### src/rtl/result_mon_pkg.sv
// rtl/result_mon_pkg.sv - shared types and segment constants for the ALU result monitor
package result_mon_pkg;

   typedef logic [6:0] seg7_t;

   localparam seg7_t SEG_BLANK = 7'h7F;
   localparam seg7_t SEG_DASH  = 7'h3F;

   // History index/count types sized for the largest supported DEPTH (16)
   localparam int HIST_DEPTH_MAX = 16;
   typedef logic [$clog2(HIST_DEPTH_MAX)-1:0]   hist_idx_t;
   typedef logic [$clog2(HIST_DEPTH_MAX+1)-1:0] hist_cnt_t;

endpackage

### src/rtl/alu_result_monitor_if.sv
// rtl/alu_result_monitor_if.sv - board-side signal bundle of the ALU result monitor (RESULT_MON_CHG_CNT_EN adds chg_cnt)
interface alu_result_monitor_if;
   import result_mon_pkg::*;

   logic [31:0] alu_result;
   logic        key_next;
   logic        key_prev;
   logic        sw_freeze;
   logic        sw_half;
   seg7_t       hex0;
   seg7_t       hex1;
   seg7_t       hex2;
   seg7_t       hex3;
   seg7_t       hex4;
   seg7_t       hex5;
   logic [9:0]  ledr;
`ifdef RESULT_MON_CHG_CNT_EN
   logic [15:0] chg_cnt;
`endif

   modport master (
`ifdef RESULT_MON_CHG_CNT_EN
      input  chg_cnt,
`endif
      output alu_result, key_next, key_prev, sw_freeze, sw_half,
      input  hex0, hex1, hex2, hex3, hex4, hex5, ledr
   );

   modport slave (
`ifdef RESULT_MON_CHG_CNT_EN
      output chg_cnt,
`endif
      input  alu_result, key_next, key_prev, sw_freeze, sw_half,
      output hex0, hex1, hex2, hex3, hex4, hex5, ledr
   );

endinterface

### src/rtl/hex7seg.sv
// rtl/hex7seg.sv - 4-bit value to active-low seven-segment {g..a} decoder
module hex7seg
   import result_mon_pkg::*;
(
   input  logic [3:0] digit,
   output seg7_t      seg
);

   // Active-low glyph lookup, lower-case b and d to keep them distinct from 8 and 0
   always_comb begin
      seg = SEG_BLANK;
      case (digit)
         4'h0: seg = 7'h40;
         4'h1: seg = 7'h79;
         4'h2: seg = 7'h24;
         4'h3: seg = 7'h30;
         4'h4: seg = 7'h19;
         4'h5: seg = 7'h12;
         4'h6: seg = 7'h02;
         4'h7: seg = 7'h78;
         4'h8: seg = 7'h00;
         4'h9: seg = 7'h10;
         4'hA: seg = 7'h08;
         4'hB: seg = 7'h03;
         4'hC: seg = 7'h46;
         4'hD: seg = 7'h21;
         4'hE: seg = 7'h06;
         4'hF: seg = 7'h0E;
      endcase
   end

endmodule

### src/rtl/result_mon_debounce.sv
// rtl/result_mon_debounce.sv - push-button debouncer producing a one-cycle press pulse on 1->0
module result_mon_debounce #(
   parameter int DEBOUNCE_CYCLES = 500000
) (
   input  logic clk,
   input  logic rst,
   input  logic level,
   output logic press
);

   localparam int             CW   = $clog2(DEBOUNCE_CYCLES + 1);
   localparam logic [CW-1:0]  LAST = CW'(DEBOUNCE_CYCLES - 1);

   logic [CW-1:0] stable_cnt;
   logic          accepted;

   // Accept a new level only after it has differed from the accepted one for DEBOUNCE_CYCLES samples in a row
   always_ff @(posedge clk or negedge rst) begin
      if (!rst) begin
         stable_cnt <= '0;
         accepted   <= 1'b0;
         press      <= 1'b0;
      end else begin
         press <= 1'b0;
         if (level == accepted) begin
            stable_cnt <= '0;
         end else if (stable_cnt == LAST) begin
            stable_cnt <= '0;
            accepted   <= level;
            press      <= accepted & ~level;
         end else begin
            stable_cnt <= stable_cnt + 1'b1;
         end
      end
   end

endmodule

### src/rtl/alu_result_monitor.sv
// rtl/alu_result_monitor.sv - ALU result history capture/browse with 7-seg display (RESULT_MON_CHG_CNT_EN adds capture counter)
module alu_result_monitor
   import result_mon_pkg::*;
#(
   parameter int DEPTH           = 8,
   parameter int DEBOUNCE_CYCLES = 500000,
   parameter int SYNC_STAGES     = 2
) (
   input logic                 clk,
   input logic                 rst,
   alu_result_monitor_if.slave mon
);

   localparam int        IW       = $clog2(DEPTH);
   localparam hist_cnt_t CNT_FULL = hist_cnt_t'(DEPTH);

   typedef logic [IW-1:0] ptr_t;

   // ---------------- input synchronizers ----------------
   // bit 3 key_next, bit 2 key_prev, bit 1 sw_freeze, bit 0 sw_half
   logic [3:0] sync_q [SYNC_STAGES];
   logic [3:0] sync_out;
   logic       frozen_s;
   logic       half_s;

   // Shift every asynchronous board input through the synchronizer chain
   always_ff @(posedge clk or negedge rst) begin
      if (!rst) begin
         for (int i = 0; i < SYNC_STAGES; i++) sync_q[i] <= '0;
      end else begin
         sync_q[0] <= {mon.key_next, mon.key_prev, mon.sw_freeze, mon.sw_half};
         for (int i = 1; i < SYNC_STAGES; i++) sync_q[i] <= sync_q[i-1];
      end
   end

   assign sync_out = sync_q[SYNC_STAGES-1];
   assign frozen_s = sync_out[1];
   assign half_s   = sync_out[0];

   // ---------------- key debounce ----------------
   logic press_next;
   logic press_prev;

   result_mon_debounce #(.DEBOUNCE_CYCLES(DEBOUNCE_CYCLES)) u_deb_next (
      .clk   (clk),
      .rst   (rst),
      .level (sync_out[3]),
      .press (press_next)
   );

   result_mon_debounce #(.DEBOUNCE_CYCLES(DEBOUNCE_CYCLES)) u_deb_prev (
      .clk   (clk),
      .rst   (rst),
      .level (sync_out[2]),
      .press (press_prev)
   );

   // ---------------- history capture ----------------
   logic [31:0] mem [DEPTH];
   ptr_t        wr_ptr;
   hist_cnt_t   count;
   logic        overflow;
   logic        last_valid;
   logic [31:0] last_value;
   logic        capture;

   assign capture = !frozen_s && (!last_valid || (mon.alu_result != last_value));

   // Record each new ALU value into the circular history; the oldest entry is overwritten once full
   always_ff @(posedge clk or negedge rst) begin
      if (!rst) begin
         for (int i = 0; i < DEPTH; i++) mem[i] <= '0;
         wr_ptr     <= '0;
         count      <= '0;
         overflow   <= 1'b0;
         last_valid <= 1'b0;
         last_value <= '0;
      end else if (capture) begin
         mem[wr_ptr] <= mon.alu_result;
         wr_ptr      <= wr_ptr + 1'b1;
         last_value  <= mon.alu_result;
         last_valid  <= 1'b1;
         if (count != CNT_FULL) count <= count + 1'b1;
         else                   overflow <= 1'b1;
      end
   end

`ifdef RESULT_MON_CHG_CNT_EN
   logic [15:0] chg_cnt_q;

   // Free-running count of captures, wraps naturally
   always_ff @(posedge clk or negedge rst) begin
      if (!rst)         chg_cnt_q <= '0;
      else if (capture) chg_cnt_q <= chg_cnt_q + 1'b1;
   end

   assign mon.chg_cnt = chg_cnt_q;
`endif

   // ---------------- browse ----------------
   hist_idx_t view_offset;

   // Live mode pins the view to the newest entry; frozen mode steps through history on single presses
   always_ff @(posedge clk or negedge rst) begin
      if (!rst) begin
         view_offset <= '0;
      end else if (!frozen_s) begin
         view_offset <= '0;
      end else if ((count != '0) && (press_next ^ press_prev)) begin
         if (press_next && (hist_cnt_t'(view_offset) != count - 1'b1))
            view_offset <= view_offset + 1'b1;
         else if (press_prev && (view_offset != '0))
            view_offset <= view_offset - 1'b1;
      end
   end

   // ---------------- display ----------------
   ptr_t        sel_idx;
   logic [31:0] sel_word;
   logic [15:0] half_word;
   logic [7:0]  top_byte;
   logic [23:0] digits;
   seg7_t       seg_d [6];
   seg7_t       hex_q [6];
   logic [9:0]  ledr_q;

   assign sel_idx   = wr_ptr - 1'b1 - view_offset[IW-1:0];
   assign sel_word  = mem[sel_idx];
   assign half_word = half_s ? sel_word[31:16] : sel_word[15:0];

`ifdef RESULT_MON_CHG_CNT_EN
   assign top_byte = frozen_s ? {4'h0, view_offset} : chg_cnt_q[7:0];
`else
   assign top_byte = {4'h0, view_offset};
`endif

   assign digits = {top_byte, half_word};

   for (genvar g = 0; g < 6; g++) begin : g_dig
      hex7seg u_dec (
         .digit (digits[g*4 +: 4]),
         .seg   (seg_d[g])
      );
   end

   // Register all display outputs; an empty history shows dashes with the offset digits blank
   always_ff @(posedge clk or negedge rst) begin
      if (!rst) begin
         for (int i = 0; i < 6; i++) hex_q[i] <= SEG_BLANK;
         ledr_q <= '0;
      end else begin
         for (int i = 0; i < 4; i++) hex_q[i] <= (count == '0) ? SEG_DASH : seg_d[i];
         for (int i = 4; i < 6; i++) hex_q[i] <= (count == '0) ? SEG_BLANK : seg_d[i];
         ledr_q <= {overflow, frozen_s, 3'b000, count};
      end
   end

   assign mon.hex0 = hex_q[0];
   assign mon.hex1 = hex_q[1];
   assign mon.hex2 = hex_q[2];
   assign mon.hex3 = hex_q[3];
   assign mon.hex4 = hex_q[4];
   assign mon.hex5 = hex_q[5];
   assign mon.ledr = ledr_q;

endmodule
### src/flat_wrapper.sv
// flat-port wrapper written by rule: the top's interface ports become plain ports
module alu_result_monitor_flat import result_mon_pkg::*;
#(
   parameter int DEPTH           = 8,
   parameter int DEBOUNCE_CYCLES = 500000,
   parameter int SYNC_STAGES     = 2
)
  (clk, rst, mon_alu_result, mon_key_next, mon_key_prev, mon_sw_freeze, mon_sw_half, mon_hex0, mon_hex1, mon_hex2, mon_hex3, mon_hex4, mon_hex5, mon_ledr);
  alu_result_monitor_if mon_i ();
  input logic clk;
  input logic rst;
  input wire logic [$bits(mon_i.alu_result)-1:0] mon_alu_result;
  input wire logic [$bits(mon_i.key_next)-1:0] mon_key_next;
  input wire logic [$bits(mon_i.key_prev)-1:0] mon_key_prev;
  input wire logic [$bits(mon_i.sw_freeze)-1:0] mon_sw_freeze;
  input wire logic [$bits(mon_i.sw_half)-1:0] mon_sw_half;
  output wire logic [$bits(mon_i.hex0)-1:0] mon_hex0;
  output wire logic [$bits(mon_i.hex1)-1:0] mon_hex1;
  output wire logic [$bits(mon_i.hex2)-1:0] mon_hex2;
  output wire logic [$bits(mon_i.hex3)-1:0] mon_hex3;
  output wire logic [$bits(mon_i.hex4)-1:0] mon_hex4;
  output wire logic [$bits(mon_i.hex5)-1:0] mon_hex5;
  output wire logic [$bits(mon_i.ledr)-1:0] mon_ledr;
  assign mon_i.alu_result = mon_alu_result;
  assign mon_i.key_next = mon_key_next;
  assign mon_i.key_prev = mon_key_prev;
  assign mon_i.sw_freeze = mon_sw_freeze;
  assign mon_i.sw_half = mon_sw_half;
  assign mon_hex0 = mon_i.hex0;
  assign mon_hex1 = mon_i.hex1;
  assign mon_hex2 = mon_i.hex2;
  assign mon_hex3 = mon_i.hex3;
  assign mon_hex4 = mon_i.hex4;
  assign mon_hex5 = mon_i.hex5;
  assign mon_ledr = mon_i.ledr;
  alu_result_monitor #(.DEPTH(DEPTH), .DEBOUNCE_CYCLES(DEBOUNCE_CYCLES), .SYNC_STAGES(SYNC_STAGES)) u_core (.clk(clk), .rst(rst), .mon(mon_i));
endmodule
### config.mk
export PLATFORM = sky130hd
export DESIGN_NAME = alu_result_monitor_flat
export DESIGN_NICKNAME = d
export VERILOG_FILES = /design/src/rtl/result_mon_pkg.sv /design/src/rtl/alu_result_monitor_if.sv /design/src/rtl/hex7seg.sv /design/src/rtl/result_mon_debounce.sv /design/src/rtl/alu_result_monitor.sv /design/src/flat_wrapper.sv
export SDC_FILE = /design/constraint.sdc
export NUM_CORES = 1
export LEC_CHECK = 0
export CAP_MARGIN = 20
export CORE_MARGIN = 5
export CORE_UTILIZATION = 61
export CTS_CLUSTER_DIAMETER = 200
export DETAILED_ROUTE_END_ITERATION = 8
export PLACE_DENSITY = 0.84
export SYNTH_ARGS = -nofsm -noshare
export SYNTH_HDL_FRONTEND = slang
export SYNTH_HIERARCHICAL = 1
export SYNTH_SLANG_ARGS = --single-unit
### constraint.sdc
create_clock -name clk -period 4.3 [get_ports clk]
set_clock_uncertainty 0.05 [all_clocks]
set_input_delay 1.075 -clock clk [delete_from_list [all_inputs] [get_ports clk]]
set_output_delay 1.075 -clock clk [all_outputs]
set_load 0.02 [all_outputs]
### After elaboration in Yosys (flattened, before gate mapping)

Memory sizes are Yosys's and may differ from the RTL's.
Cells that the tools add are included.

* bits in read-only memories: 672
* output and inout port bits: 52
* input port bits: 38
* flip-flop bits (word level): 401
* word-level logic and storage cells: 107
* memories kept: 6

* add/sub/neg operators: 9
* bitwise operators: 10
* multiplexer cells: 25
* equality and inequality tests: 9
* reductions and logical operators: 16
* order comparisons: 3

Memory list
* (name not given): words 16, width 7, read ports 1, clocked after Yosys merged registers in 0, wr ports 0, line hex7seg.sv:12 `case (digit)`
* (name not given): words 16, width 7, read ports 1, clocked after Yosys merged registers in 0, wr ports 0, line hex7seg.sv:12
* (name not given): words 16, width 7, read ports 1, clocked after Yosys merged registers in 0, wr ports 0, line hex7seg.sv:12
* (name not given): words 16, width 7, read ports 1, clocked after Yosys merged registers in 0, wr ports 0, line hex7seg.sv:12
* (name not given): words 16, width 7, read ports 1, clocked after Yosys merged registers in 0, wr ports 0, line hex7seg.sv:12
* (name not given): words 16, width 7, read ports 1, clocked after Yosys merged registers in 0, wr ports 0, line hex7seg.sv:12

Operator list (number)
* $bwmux W256: 1
* $bmux W32 S3: 1
* $demux W32 S3: 1
* $mux W32: 3
* $mux W19: 4
* $mux W7: 6
* $add A19 B1 Y19 const B: 2
* $eq A19 B19 Y1 const B: 2
* $ne A32 B32 Y1: 1
* $mux W16: 1
* $mux W4: 4
* $reduce_and A2 Y1: 5
* $ge A4 B4 Y1 const B: 2
* $not A3 Y4: 2
* $add A5 B1 Y5 const B: 1
* $logic_and A1 B1 Y1: 5
* $logic_not A5 Y1: 1
* $ne A4 B5 Y1: 1
* $ne A5 B4 Y1 const B: 1
* $not A1 Y1: 5
* $reduce_bool A5 Y1: 1
* $sub A5 B1 Y5 const B: 1
* $add A4 B1 Y4 const B: 1
* $lt A4 B1 Y1 const B: 1
* 13 further kinds: 19

### Depth between registers and ports, before layout

An unclocked memory read counts as a cell.

* depth in word-level cells: 9
* mapped depth: 16
* gate-level depth less buffers: 15

### By module

The synthesis kept the hierarchy.

By module, submodules not included
* alu_result_monitor: cells each 1113, seq. area each 9036.2 µm², area an instance 15558.7 µm², times used 1
* result_mon_debounce: cells each 105, seq. area each 525.5 µm², area an instance 1049.8 µm², times used 2
* hex7seg at u_core.g_dig[1].u_dec ...: cells each 32, seq. area each 0.0 µm², area an instance 275.3 µm², times used 5
* hex7seg at u_core.g_dig[0].u_dec: cells each 31, seq. area each 0.0 µm², area an instance 252.7 µm², times used 1

### Worst setup path after synthesis

Ideal clock, no wire load.

* kind: reg2reg
* start point: reg u_core.view_offset[0]
* end point: reg u_core.hex_q, in the netlist u_core/mon.hex1[3]
* data arrival time: 3767 ps
* clock period less this slack: 3901 ps
* path buffers: 1
* data required time: 4166 ps
* path slack: 399 ps
* stages on the path, launching flop included: 16
* library setup time: 84 ps
* cell sequence: dfrtp_1 -> inv_1 -> ha_1 -> inv_1 -> fa_1 -> xor2_1 -> xnor2_2 -> clkbuf_1 -> mux4_2 -> a22oi_1 -> nand2_1 -> inv_1 -> ha_1 -> inv_1 -> mux4_1 -> or2_2

RTL lines
* from (decl): line alu_result_monitor.sv:101 `hist_idx_t view_offset;`
* from (signal assigned): line alu_result_monitor.sv:111 `view_offset <= view_offset + 1'b1;`
* from (signal assigned): line alu_result_monitor.sv:113 `view_offset <= view_offset - 1'b1;`
* to (decl): line alu_result_monitor.sv:124 `seg7_t hex_q [6];`

==> metrics.md <==
| Metric | Value |
|---|---|
| Async S/R FF share, synth | 1.00 |
| Worst vdd ir | around 0.5 mV |
| WHS | 0.298 ns |
| Area added between synthesis and finish | 16.1% |
| Clock power share | 0.189 |
| Setup Buffers After CTS | 0 |
| R2R Path Start | u_core/wr_ptr[1]$_DFFE_PN0P_ |
| WL final | 51500 um |
| Die area | about 0.035 mm2 |
| GR Overflow Total | 0 |
| CTS tree | built |
| Worst Hold Depth | 0 |
| Critical Path Source | u_core/wr_ptr[1]$_DFFE_PN0P_ |
| Routed len/inst | about 25 um |
| Crit path DAT | 4.55 ns |
| Layout cells sized above 1 | 0.197 |
| Die Span X | 188 um |
| Kind of critical path | flip-flop to flip-flop |
| Flop-to-flop setup slack | 0.16 ns |
| Psw | about 7.0 mW |
| Fin Setup TNS | 0 ns |
| Detail Route Antenna Nets | 0 |
| Synthesized area | between 0.015 and 0.02 mm2 |
| Final Hold Vio Count | 0 |
| Total GRT Usage | 0.290 |
| Chip height | about 190 um |
| Most used DFF post-synth | dfrtp_1 |
| Io pins | 90 |
| Design area | 0.0224 mm2 |
| # setup viols final | 0 |
| Hold_sp | u_core/sync_q[6]$_DFF_PN0_ |
| Drt pass-1 iters | 6 |
| Post-synthesis sequential area ratio | 0.523 |
| Total core area | between 0.03 and 0.04 mm2 |
| Initial antenna violation count | 0 |
| Least-Margin Pin Slew | between 0.8 and 0.9 ns |
| Via density | approximately 6.7 |
| Final period util | 0.963 |
| Crit path capture type | flip-flop |
| Pre-CTS setup slack | slightly above 0.07 ns |
| Clock Sinks | 401 |
| Rel. slew slack | 0.430 |
| Drt initial violations | 1504 |
| Min Tclk post-route | 4.14 ns |
| Cell count after synthesis | 1514 |
| Lkg Pwr | 9.66 nW |
| Post-synth EDFFs | 0 |
| Hpwl dp | 33300 um |
| Placer Congestion | 0.940 |
| Num CTS Buffers | 41 |
| Largest net degree at the start of global routing | 110 |
| CTS root buffer | clkbuf_16 |
| Hold path endpoint | u_core/sync_out[2]$_DFF_PN0_ |
| Max H-tree Level | 2 |
| Number of filler cells placed in the layout | 2069 |
| Worst flop-to-flop path endpoint | u_core/mon.hex2[3]$_DFF_PN1_ |
| Yosys reg bits | 401 |
| First-pass GRT wire length | 81300 um |
| Synthesis Warnings | 6 |
| Vias in the first global route | about 14000 |
| Multi-input logic area | 0.00862 mm2 |
| Worst skew pair latency | 0.54 ns |
| Flop pwr share | 0.328 |
| PD cells | approximately 850 mW/mm2 |
| PostCTS Resize Cnt | 0 |
| Critical-path maximum fanout | 20 |
| R2R depth | 14 |
| CTS max path bufs | 3 |
| FF/Latch Area | 0.0101 mm2 |
| Sw frac | 0.370 |
| ANT cells | 0 |
| Syn_area_per_cell | 12.7 um2 |
| Power share of the combinational group | 0.483 |
| Row cnt | 65 |
| Cts hold-fix bufs | 0 |
| Fin util | 0.713 |
| Vias | 13925 |
| Max-cap violations | 0 |
| Effective utilization at floorplan | 0.614 |
| Startpoint Class | flip-flop |
| Int Pwr | 11.9 mW |
| Drt drc | 0 |
| Worst hold path class | flip-flop to flip-flop |
| IO buf count | 86 |
| Post-Place Cell Area | around 0.021 mm2 |
| Crit path required time | 4.71 ns |
| Net total in the final layout | 1729 |
| Slew Limit Fails | 0 |
| Clk slew on worst S/H paths | 0.06 ns |
| Synth unique cells | a little over 60 |
| Final worst slack | 0.160 ns |
| Fmax | 242 MHz |
| Outcome | completed |
placed cells by master (no fill, tap or decap), drive strengths merged, types with 16 or more instances in the layout:
master | netlist | routed
a22oi | 32 | 32
mux2 | 40 | 40
dfstp | 42 | 42
conb | 1 | 20
o2bb2ai | 129 | 129
mux4 | 70 | 70
nor4 | 16 | 16
dfrtp | 359 | 359
nand3 | 21 | 21
clkdlybuf4s50 | 0 | 85
xor2 | 21 | 21
clkbuf | 33 | 68
inv | 37 | 38
ha | 53 | 53
nand4 | 24 | 24
xnor2 | 58 | 58
or2 | 38 | 38
nor2 | 68 | 68
mux2i | 25 | 25
o21ai | 21 | 21
buf | 73 | 81
nor2b | 40 | 40
a22o | 138 | 138
nand2 | 82 | 82
cell families (layout without fill, tap and decap cells):
| kind of cell | count (synthesis) | after routing | share of synthesized area |
|---|---|---|---|
| DFF | 401 | 401 | 0.523 |
| AOI/OAI and AO/OA | 350 | 350 | 0.150 |
| and+or+nand+nor | 350 | 350 | 0.0986 |
| buffers and inverters | 143 | 279 | 0.0361 |
| muxes | 135 | 135 | 0.119 |
| xor gates and xnor gates | 79 | 79 | 0.0363 |
| adders and majority gates | 55 | 55 | 0.0365 |
| other | 1 | 20 | 0.000194 |
area by class of cell:
class                      instances  share of cell area
sequential                       401               0.450
multi-input combinational        989               0.385
timing repair buffer             166              0.0747
clock buffer                      68              0.0580
tap                              402              0.0225
inverter                          37             0.00620
clock inverter                     8             0.00307
metal layers:
layer  vias up  global-route usage  share of wire
met5         -                   0              0
met4         0               0.112          0.039
met3       160              0.0836           0.11
met2       877               0.448           0.46
met1      7019               0.395           0.39
li1       5869                   -              -
cells in the mapped netlist (4+ instances only):
master	number	area, um2
dfrtp_1	359	8980
a22o_1	138	1210
o2bb2ai_1	129	1130
nand2_1	82	308
nor2_1	68	255
mux4_2	65	1460
xnor2_1	57	499
ha_1	53	663
buf_2	49	245
dfstp_2	42	1100
nor2b_1	40	250
or2_2	38	238
inv_1	36	135
clkbuf_1	33	124
a22oi_1	32	240
mux2i_1	25	250
mux2_1	22	248
nand4_1	22	138
nand3_1	21	105
o21ai_0	21	105
xor2_1	21	184
mux2_2	18	203
nor4_1	14	87.6
a21oi_1	13	65.1
nor3_1	13	65.1
buf_6	11	124
buf_1	9	33.8
and3_1	6	37.5
or3_1	6	37.5
a32o_1	5	50.1
and2b_2	5	43.8
mux4_1	5	131
or3b_1	5	43.8
buf_4	4	30.0
worst max-delay path by stage:
stage / to / slack [ns] / cells past startpoint
global route: u_core/mon.hex2[3]$_DFF_PN1_ / -0.02 / 14
floorplan: u_core/mon.hex1[3]$_DFF_PN1_ / 0.40 / 15
CTS: u_core/mon.hex2[0]$_DFF_PN1_ / 0.01 / 13
global placement: u_core/mon.hex2[0]$_DFF_PN1_ / 0.20 / 15
finish: u_core/mon.hex2[3]$_DFF_PN1_ / 0.16 / 14
detailed placement: u_core/mon.hex2[3]$_DFF_PN1_ / 0.07 / 13
state kept, by name, summed over array words and instances (netlist names), 3 cells and up:
name and cells:
u_core/sync_out 4, u_core/mon.hex0 7, u_core/u_deb_next/stable_cnt 19, u_core/mem 256
u_core/u_deb_prev/stable_cnt 19, u_core/mon.hex3 7, u_core/mon.hex1 7, u_core/mon.hex4 7
u_core/wr_ptr 3, u_core/view_offset 4, u_core/count 5, u_core/mon.hex5 7
u_core/mon.hex2 7, u_core/mon.ledr 7, u_core/sync_q 4, u_core/last_value 32
through the flow:
stage / cells / total power, mW
after floorplan: 1533 / 12.4
after global placement: 1990 / 14.6
after detailed placement: 1992 / 15.0
after CTS: 2068 / 18.7
after global routing: 2071 / 19.9
final: 2071 / 18.9
critical path, cell delays in order (launching register included):
cell and delay (ns):
dfrtp_1 0.53, inv_1 0.17, fa_1 0.48, xor2_1 0.37, xnor2_4 0.17, buf_12 0.16, buf_12 0.17, mux4_2 0.31
a22oi_1 0.26, nand2_1 0.23, inv_1 0.19, ha_1 0.16, inv_1 0.05, mux4_1 0.46, or2_2 0.30
power by group through the flow:
stage	Combinational (mW)	Clock (mW)	Sequential [mW]
6_report	9.14	3.58	6.22
5_1_grt	9.80	3.79	6.34
4_1_cts	8.92	3.61	6.19
3_5_place_dp	8.83	0	6.19
3_3_place_gp	8.48	0	6.13
2_1_floorplan	6.34	0	6.10
(Power assumes the default switching activity.)
